File: config.mk
export PLATFORM = sky130hd
export DESIGN_NAME = audio_sample_fetch
export DESIGN_NICKNAME = d
export VERILOG_FILES = /design/src/rtl/audio_pkg.sv /design/src/rtl/audio_tick_gen.sv /design/src/rtl/audio_sample_fetch.sv
export SDC_FILE = /design/constraint.sdc
export NUM_CORES = 1
export LEC_CHECK = 0
export ABC_AREA = 1
export BUFFER_PORTS_ARGS = -buffer_cell sky130_fd_sc_hd__clkbuf_2
export CORE_MARGIN = 1
export CORE_UTILIZATION = 50
export CTS_CLUSTER_DIAMETER = 40
export DETAILED_ROUTE_END_ITERATION = 16
export HOLD_SLACK_MARGIN = 0.06
export PLACE_DENSITY = 0.8
export SLEW_MARGIN = 5
export SYNTH_ARGS = -nofsm -noshare
export SYNTH_HDL_FRONTEND = slang
export SYNTH_SLANG_ARGS = --single-unit
File: constraint.sdc
create_clock -name clk -period 5.55 [get_ports clk]
set_input_delay 0.2775 -clock clk [delete_from_list [all_inputs] [get_ports clk]]
set_output_delay 0.2775 -clock clk [all_outputs]
set_load 0.005 [all_outputs]
File: src/rtl/audio_pkg.sv
// Shared types and constants for the song-BRAM sample fetcher.
// Packed words carry four unsigned 8-bit samples, and byte 0 is played first.
package audio_pkg;

  typedef enum logic [1:0] {
    IDLE  = 2'd0,
    FILL0 = 2'd1,
    FILL1 = 2'd2,
    PLAY  = 2'd3
  } fetch_state_t;

  localparam int BYTES_PER_WORD = 4;
  localparam int SAMPLE_W = 8;
  localparam logic [SAMPLE_W-1:0] SILENCE_DEF = 8'h00;

  function automatic logic [SAMPLE_W-1:0] word_byte(input logic [31:0] word,
                                                    input logic [1:0]  sel);
    return word[SAMPLE_W*sel +: SAMPLE_W];
  endfunction

endpackage

File: src/rtl/audio_tick_gen.sv
// Sample-rate tick generator. It counts from 0 to divisor-1 while enabled and pulses at the top.
// A divisor of 0 or 1 gives a tick on every enabled cycle.
module audio_tick_gen (
  input  logic        clk,
  input  logic        reset,
  input  logic        en,
  input  logic        clr,
  input  logic [31:0] divisor,
  output logic        tick
);

  logic [31:0] count_q, count_d;
  logic [31:0] last;

  // The >= compare lets a shrinking divisor take effect without a 2^32 wrap.
  always_comb begin
    last    = (divisor == 32'd0) ? 32'd0 : divisor - 32'd1;
    tick    = en && (count_q >= last);
    count_d = count_q;
    if (clr)       count_d = '0;
    else if (tick) count_d = '0;
    else if (en)   count_d = count_q + 32'd1;
  end

  always_ff @(posedge clk) begin
    if (reset) count_q <= '0;
    else       count_q <= count_d;
  end

endmodule

File: src/rtl/audio_sample_fetch.sv
// Fetches packed sample words from a synchronous song BRAM and emits one byte per sample tick.
// It handles play/pause, restart, end-of-song and looping.
module audio_sample_fetch
  import audio_pkg::*;
#(
  parameter int                    ADDR_W  = 16,
  parameter logic [SAMPLE_W-1:0]   SILENCE = SILENCE_DEF
) (
  input  logic              clk,
  input  logic              reset,
  input  logic              play,
  input  logic              restart,
  input  logic              loop_en,
  input  logic [31:0]       divisor,
  input  logic [31:0]       max_index,
  output logic [ADDR_W-1:0] mem_addr,
  output logic              mem_en,
  input  logic [31:0]       mem_rdata,
  output logic [7:0]        sample_out,
  output logic              sample_tick,
  output logic [31:0]       index,
  output logic              playing,
  output logic              done,
  output fetch_state_t      dbg_state
);

  fetch_state_t        state_q, state_d;
  logic [31:0]         ptr_q, ptr_d;
  logic [31:0]         cur_word_q, cur_word_d;
  logic [31:0]         nxt_word_q, nxt_word_d;
  logic                nxt_valid_q, nxt_valid_d;
  logic                pend_q, pend_d;
  logic                stopped_q, stopped_d;
  logic [7:0]          sample_q, sample_d;
  logic [31:0]         index_q, index_d;
  logic                tick_q, tick_d;
  logic                done_q, done_d;

  logic [ADDR_W-1:0]   word_ptr;
  logic                last_byte, stall, gen_en, gen_clr, gen_tick;

  assign word_ptr  = ptr_q[ADDR_W+1:2];
  assign last_byte = (ptr_q[1:0] == 2'(BYTES_PER_WORD - 1));
  // Consuming byte 3 requires the prefetched word; otherwise the tick is held back.
  assign stall     = last_byte && !nxt_valid_q;
  assign gen_en    = (state_q == PLAY) && play && !stall;
  assign gen_clr   = restart || (state_q != PLAY);

  audio_tick_gen u_tick_gen (
    .clk     (clk),
    .reset   (reset),
    .en      (gen_en),
    .clr     (gen_clr),
    .divisor (divisor),
    .tick    (gen_tick)
  );

  always_comb begin
    state_d     = state_q;
    ptr_d       = ptr_q;
    cur_word_d  = cur_word_q;
    nxt_word_d  = nxt_word_q;
    nxt_valid_d = nxt_valid_q;
    pend_d      = 1'b0;
    stopped_d   = stopped_q;
    sample_d    = sample_q;
    index_d     = index_q;
    tick_d      = 1'b0;
    done_d      = 1'b0;
    mem_en      = 1'b0;
    mem_addr    = word_ptr;

    if (pend_q) begin
      nxt_word_d  = mem_rdata;
      nxt_valid_d = 1'b1;
    end

    if (restart) begin
      ptr_d       = '0;
      nxt_valid_d = 1'b0;
      stopped_d   = 1'b0;
      if (play) begin
        state_d  = FILL0;
        mem_en   = 1'b1;
        mem_addr = '0;
      end else begin
        state_d  = IDLE;
      end
    end else begin
      case (state_q)
        IDLE: begin
          // After a non-looping end, play must drop before the song can start again.
          if (!play) begin
            stopped_d = 1'b0;
          end else if (!stopped_q) begin
            mem_en  = 1'b1;
            state_d = FILL0;
          end
        end
        FILL0: begin
          cur_word_d = mem_rdata;
          mem_en     = 1'b1;
          mem_addr   = word_ptr + ADDR_W'(1);
          state_d    = FILL1;
        end
        FILL1: begin
          nxt_word_d  = mem_rdata;
          nxt_valid_d = 1'b1;
          state_d     = PLAY;
        end
        PLAY: begin
          if (!play) begin
            state_d = IDLE;
          end else if (gen_tick) begin
            if (ptr_q > max_index) begin
              ptr_d       = '0;
              nxt_valid_d = 1'b0;
              if (loop_en) begin
                state_d  = FILL0;
                mem_en   = 1'b1;
                mem_addr = '0;
              end else begin
                state_d   = IDLE;
                done_d    = 1'b1;
                stopped_d = 1'b1;
                sample_d  = SILENCE;
                index_d   = '0;
              end
            end else begin
              sample_d = word_byte(cur_word_q, ptr_q[1:0]);
              index_d  = ptr_q;
              tick_d   = 1'b1;
              ptr_d    = ptr_q + 32'd1;
              if (last_byte) begin
                cur_word_d  = nxt_word_q;
                nxt_valid_d = 1'b0;
                mem_en      = 1'b1;
                mem_addr    = word_ptr + ADDR_W'(2);
                pend_d      = 1'b1;
              end
            end
          end
        end
        default: state_d = IDLE;
      endcase
    end
  end

  always_ff @(posedge clk) begin
    if (reset) begin
      state_q     <= IDLE;
      ptr_q       <= '0;
      cur_word_q  <= '0;
      nxt_word_q  <= '0;
      nxt_valid_q <= 1'b0;
      pend_q      <= 1'b0;
      stopped_q   <= 1'b0;
      sample_q    <= SILENCE;
      index_q     <= '0;
      tick_q      <= 1'b0;
      done_q      <= 1'b0;
    end else begin
      state_q     <= state_d;
      ptr_q       <= ptr_d;
      cur_word_q  <= cur_word_d;
      nxt_word_q  <= nxt_word_d;
      nxt_valid_q <= nxt_valid_d;
      pend_q      <= pend_d;
      stopped_q   <= stopped_d;
      sample_q    <= sample_d;
      index_q     <= index_d;
      tick_q      <= tick_d;
      done_q      <= done_d;
    end
  end

  assign sample_out  = sample_q;
  assign sample_tick = tick_q;
  assign index       = index_q;
  assign playing     = (state_q == PLAY);
  assign done        = done_q;
  assign dbg_state   = state_q;

endmodule
**After elaboration in Yosys (flattened, before gate mapping)**

Index checks and enable logic that the tools add are counted.

- Reduce and logical (&&, ||, !) cells: 21
- $lt $le $gt $ge: 2
- Shifts and indexed selects: 1
- Bitwise logic cells: 5
- Mux-type cells: 55
- Add/sub/neg operators: 5
- Equal/unequal tests: 17

Operators by type and width:

| cell | number |
|---|---|
| $mux 32 | 11 |
| $mux 16 | 7 |
| $add 32x1->32 const B | 2 |
| $pmux 32 s2 | 1 |
| $ge 32x32->1 | 1 |
| $gt 32x32->1 | 1 |
| $logic_not 32->1 | 1 |
| $pmux 16 s2 | 1 |
| $shiftx 32x6->8 | 1 |
| $sub 32x1->32 const B | 1 |
| $mux 1 | 23 |
| $add 16x1->16 const B | 1 |
| $add 16x2->16 const B | 1 |
| $mux 8 | 2 |
| $mux 2 | 6 |
| $ne 2x2->1 const B | 6 |
| $reduce_and 6->1 | 2 |
| $reduce_or 6->1 | 2 |
| $ne 4x3->1 const B | 2 |
| $pmux 2 s4 | 1 |
| $eq 2x2->1 const B | 3 |
| $ne 2x1->1 const B | 3 |
| $ne 3x3->1 const B | 2 |
| $not 1->1 | 5 |
| other kinds (14) | 20 |

- Input bits: 101
- Output and inout port bits: 62
- Register bits after elaboration: 175
- Logic and storage cells: 118

**Logic depth before layout (Yosys ltp)**

- Depth after elaboration: 9
- Gate-level depth with buffers: 30
- Mapped depth without buffers: 29

**By module**

A second synthesis with hierarchy kept.

- Cell total of the unflattened synthesis: 1824
- Area, all modules: 11717.5 um^2

By module, submodules not included:

| module | instances | cells an instance | seq. area each (um^2) | area an instance (um^2) |
|---|---|---|---|---|
| audio_sample_fetch | 1 | 1290 | 2862.7 | 8353.0 |
| audio_tick_gen | 1 | 534 | 640.6 | 3364.5 |

**Worst setup path before layout**

No wires, ideal clock.

- Kind: input to output
- Start point: in divisor[0]
- End point: out mem_addr[5]
- Buffers on the path: 1
- Cell stages on the path: 27
- Slack: 2.109 ns
- Arrival: 3.163 ns
- Required time: 5.273 ns
- Cells stage by stage: inv_1 ha_1 inv_1 nor2_2 inv_1 nor2_2 inv_1 nor2_1 nand2_1 nor2_2 inv_1 nor2_1 or2_2 nand3_1 ha_1 nand2_1 o21ai_0 nand2_1 nand2_1 a21oi_1 nand3_1 nand2_2 nand2_1 buf_2 o21ai_0 inv_1 a21oi_1

- Word-level cells in the longest chain between the ends: 8
- Elaborated cells on any way between the ends: 9
- Those cells by class: add/sub (1); order compare (1); mux (5); reduce/logical (2)

RTL lines:

| what | line | source |
|---|---|---|
| start, declared | audio_sample_fetch.sv:14 | `input logic [31:0] divisor,` |
| $sub 32x1->32 / $logic_not 32->1 (equally long branches) | audio_tick_gen.sv:17 | `last = (divisor == 32'd0) ? 32'd0 : divisor - 32'd1;` |
| $mux 32 * | audio_tick_gen.sv:17 |  |
| $ge 32x32->1 * | audio_tick_gen.sv:18 | `tick = en && (count_q >= last);` |
| $logic_and 1x1->1 * | audio_tick_gen.sv:18 |  |
| $mux 16 * | audio_sample_fetch.sv:114 | `end else if (gen_tick) begin` |
| $mux 16 * | audio_sample_fetch.sv:112 | `if (!play) begin` |
| $pmux 16 s2 * | audio_sample_fetch.sv:90 | `case (state_q)` |
| $mux 16 * | audio_sample_fetch.sv:78 | `if (restart) begin` |
| end, declared | audio_sample_fetch.sv:16 | `output logic [ADDR_W-1:0] mem_addr,` |

Mark *: on every way between the ends. The rest lies on a longest branch, timed or not.

**Final worst setup path**

- Start point: in divisor[0]
- End point: out mem_addr[3]

Same word-level chain as after synthesis.

==> flow_metrics.py <==
metrics = {
    "final_layout": {
        "drive_gt1_frac": 0.122,
        "area_growth_pct": 14.5,
        "final_area_sq_um": 13800,
        "fin_nets": 2216,
        "fill_cells": 2326,
    },
    "yosys": {
        "syn_area_sq_um": 12100,
        "yosysMostFrequentCell": "nand2_1",
        "ys_top_cells_by_area": "dfxtp_1 (29%), nand2_1 (15%), a21oi_1 (7.7%)",
        "synth_top_area_share": 0.290,
        "async_flop_share": 0,
        "synth-warning-count": 0,
        "synth_cell_type_count": 50,
        "synthFlopType": "dfxtp_1",
        "synth-seq-cells": 175,
        "yosysSeqAreaShare": 0.290,
        "syn-num-nets": 2083,
        "synthCells": 1908,
        "synth_top_area_cell": "dfxtp_1",
        "synth_edf_count": 0,
        "synth.top_cells.by_count": "nand2_1 (474), inv_1 (246), nor2_1 (238), a21oi_1 (185), dfxtp_1 (175)",
        "synth_area_per_cell_sq_um": 6.33,
    },
    "timing": {
        "period_share": 0.844,
        "setup_viol": 0,
        "fin_skew_ns": 0.0185,
        "slew-limit-headroom": 0.483,
        "rsz0062_at_grt": "no",
        "final-hold-violation-count": 0,
        "max_freq_mhz": 213,
        "finalSetupTns_ns": 0,
        "drv_slew": 0,
        "period_needed_ns": 4.68,
        "worst_pin_slew_ns": 0.772,
    },
    "routing": {
        "ant_nets": 0,
        "dr_total_vias": 12800,
        "route.detailed.drc": 0,
        "drt_pass1_iterations": 6,
        "vias_per_cell": 5.37,
        "drt_iter0_markers": 1196,
        "routed_wl_um": 35400,
        "wire_per_inst_um": 14.9,
    },
    "floorplan": {
        "die-height_um": 157,
        "die_w_um": 157,
        "coreArea_sq_um": 23500,
        "dieArea_sq_um": 24800,
        "initial_core_util": 0.513,
        "io_pins": 163,
        "num_rows": 56,
    },
    "clocking": {
        "clockBufferDepth": 2,
        "htree_levels": 4,
        "cts_tree": "built",
        "clk_latency_ns": 0.45,
        "clkTransAtPathRegs_ns": 0.09,
        "cts_made_buffers": 17,
        "cts_num_sinks": 175,
        "clock-root-buffer": "clkbuf_16",
        "cts_resized": 0,
    },
    "setup_path": {
        "cp.arrival_ns": 4.41,
        "critPathKind": "primary input to primary output",
        "crit_start": "divisor[0]",
        "worstPathRequired_ns": 5.27,
        "regToRegStartpoint": "ptr_q[0]$_SDFFE_PP0P_",
        "crit_path_start_kind": "primary input",
        "reg2regPathDepth": 13,
        "reg2reg_to": "index[10]$_SDFFE_PP0P_",
        "end_kind": "primary output",
        "cp_max_fo": 14,
        "r2r_setup_slack_ns": 1.96,
    },
    "hold_path": {
        "hold_depth": 3,
        "hold_class": "primary input to register",
        "hold_start": "mem_rdata[11]",
        "worstHoldEndpoint": "nxt_word_q[11]$_SDFF_PP0_",
    },
    "place": {
        "place.gp.congestion": 0.986,
        "placed_area_sq_um": 13000,
        "dp.final_hpwl_um": 25900,
        "portBuffers": 162,
    },
    "grt": {
        "grt_max_degree": 74,
        "grt_pass1_wl_um": 56800,
        "grt_pass1_vias": 11700,
        "antenna_found_initial": 2,
        "gr-total-overflow": 0,
        "track_usage": 0.288,
    },
    "pwr": {
        "p_leak_nw": 6.41,
        "irDropWorstVdd_uv": 183,
        "power.density_nw_per_um2": 218,
    },
    "run_status": {
        "outcome": "complete, no violations",
    },
    "run": {
        "drv_cap": 0,
    },
}
==> sequential cells by signal, indices dropped and copies added (netlist names) <==
signal,count
sample_out,8
done,1
nxt_valid_q,1
ptr_q,32
index,32
cur_word_q,32
stopped_q,1
nxt_word_q,32
u_tick_gen.count_q,32
sample_tick,1
pend_q,1
dbg_state,2
==> per-layer routing <==
metal,track usage,part of all wire
met5,0,0
met4,0.0948,0.021
met3,0.0509,0.077
met2,0.468,0.45
met1,0.385,0.45
==> power by group <==
group | total [mW] | internal, mW | switching [mW]
logic | 0.395 | 0.142 | 0.253
registers | 1.33 | 1.30 | 0.0248
clock network | 1.29 | 0.636 | 0.659
total | 3.02 | 2.08 | 0.937
==> per-stage QoR <==
step	total power, mW	hold slack (ns)	utilization	std cells	setup slack [ns]
after detailed placement	1.74	0.456	0.553	2325	0.755
after global routing	3.14	0.0650	0.587	2374	0.431
after CTS	3.03	0.0614	0.587	2373	0.903
after floorplan	1.62	0.421	-	1908	2.11
after global placement	1.73	0.452	0.553	2325	0.826
final	3.02	0.0668	0.587	2375	0.866
==> cell families after synthesis <==
group                      synth area share
and+or+nand+nor                       0.324
AOI/OAI and AO/OA                     0.161
buffers and inverters                 0.110
DFF                                   0.290
adders and majority gates            0.0767
xor gates and xnor gates             0.0377
==> repair_timing <==
item | in CTS | in global routing
buffers inserted | 0 | 0
endpoints found under the setup margin | 0 | 0
hold endpoints to repair | 16 | 0
hold buffers | 16 | 0
==> worst max-delay path: stages <==
cell	delay [ns]
clkbuf_2	0.10
inv_1	0.14
ha_1	0.20
inv_1	0.06
nor2_2	0.23
inv_1	0.10
nor2_2	0.27
inv_1	0.10
nor3_1	0.36
nand4_1	0.25
nor2_1	0.14
o211ai_1	0.11
ha_1	0.30
nand2_1	0.06
nor2_1	0.05
nand2_1	0.09
inv_1	0.04
a21oi_1	0.20
nand3_1	0.15
nand2_2	0.15
nand2_1	0.37
o21ai_0	0.31
inv_1	0.06
a21oi_1	0.14
clkbuf_2	0.15
==> layout make-up <==
| class | instances | area (sq um) | share of cell area |
|---|---|---|---|
| clock buffer | 17 | 425 | 0.0308 |
| clock inverter | 15 | 219 | 0.0158 |
| antenna | 2 | 5.00 | 0.000362 |
| sequential | 175 | 3500 | 0.253 |
| tap | 319 | 399 | 0.0289 |
| inverter | 253 | 950 | 0.0687 |
| timing repair buffer | 191 | 1080 | 0.0782 |
| multi-input combinational | 1403 | 7240 | 0.524 |
==> worst max path at each step <==
stage | end | slack, ns | cells after the start
after global routing | mem_addr[4] | 0.43 | 28
final | mem_addr[3] | 0.87 | 25
after detailed placement | cur_word_q[5]$_SDFFE_PP0P_ | 0.75 | 24
after global placement | cur_word_q[5]$_SDFFE_PP0P_ | 0.83 | 24
after CTS | mem_addr[3] | 0.90 | 25
after floorplan | mem_addr[5] | 2.11 | 27
==> layout by cell type (no fill, tap or decap), drive strengths merged, types with 9 or more instances in the layout <==
cell and instances:
o21ai 130, o211ai 15, a21oi 187, clkbuf 179
nor4 13, nand4 30, dlygate4sd3 16, nand2 483
nor2 251, clkinv 9, ha 74, xor2 40
inv 258, buf 13, dfxtp 175, nand3 68
nor3 51, xnor2 12
(Power assumes the default switching activity.)
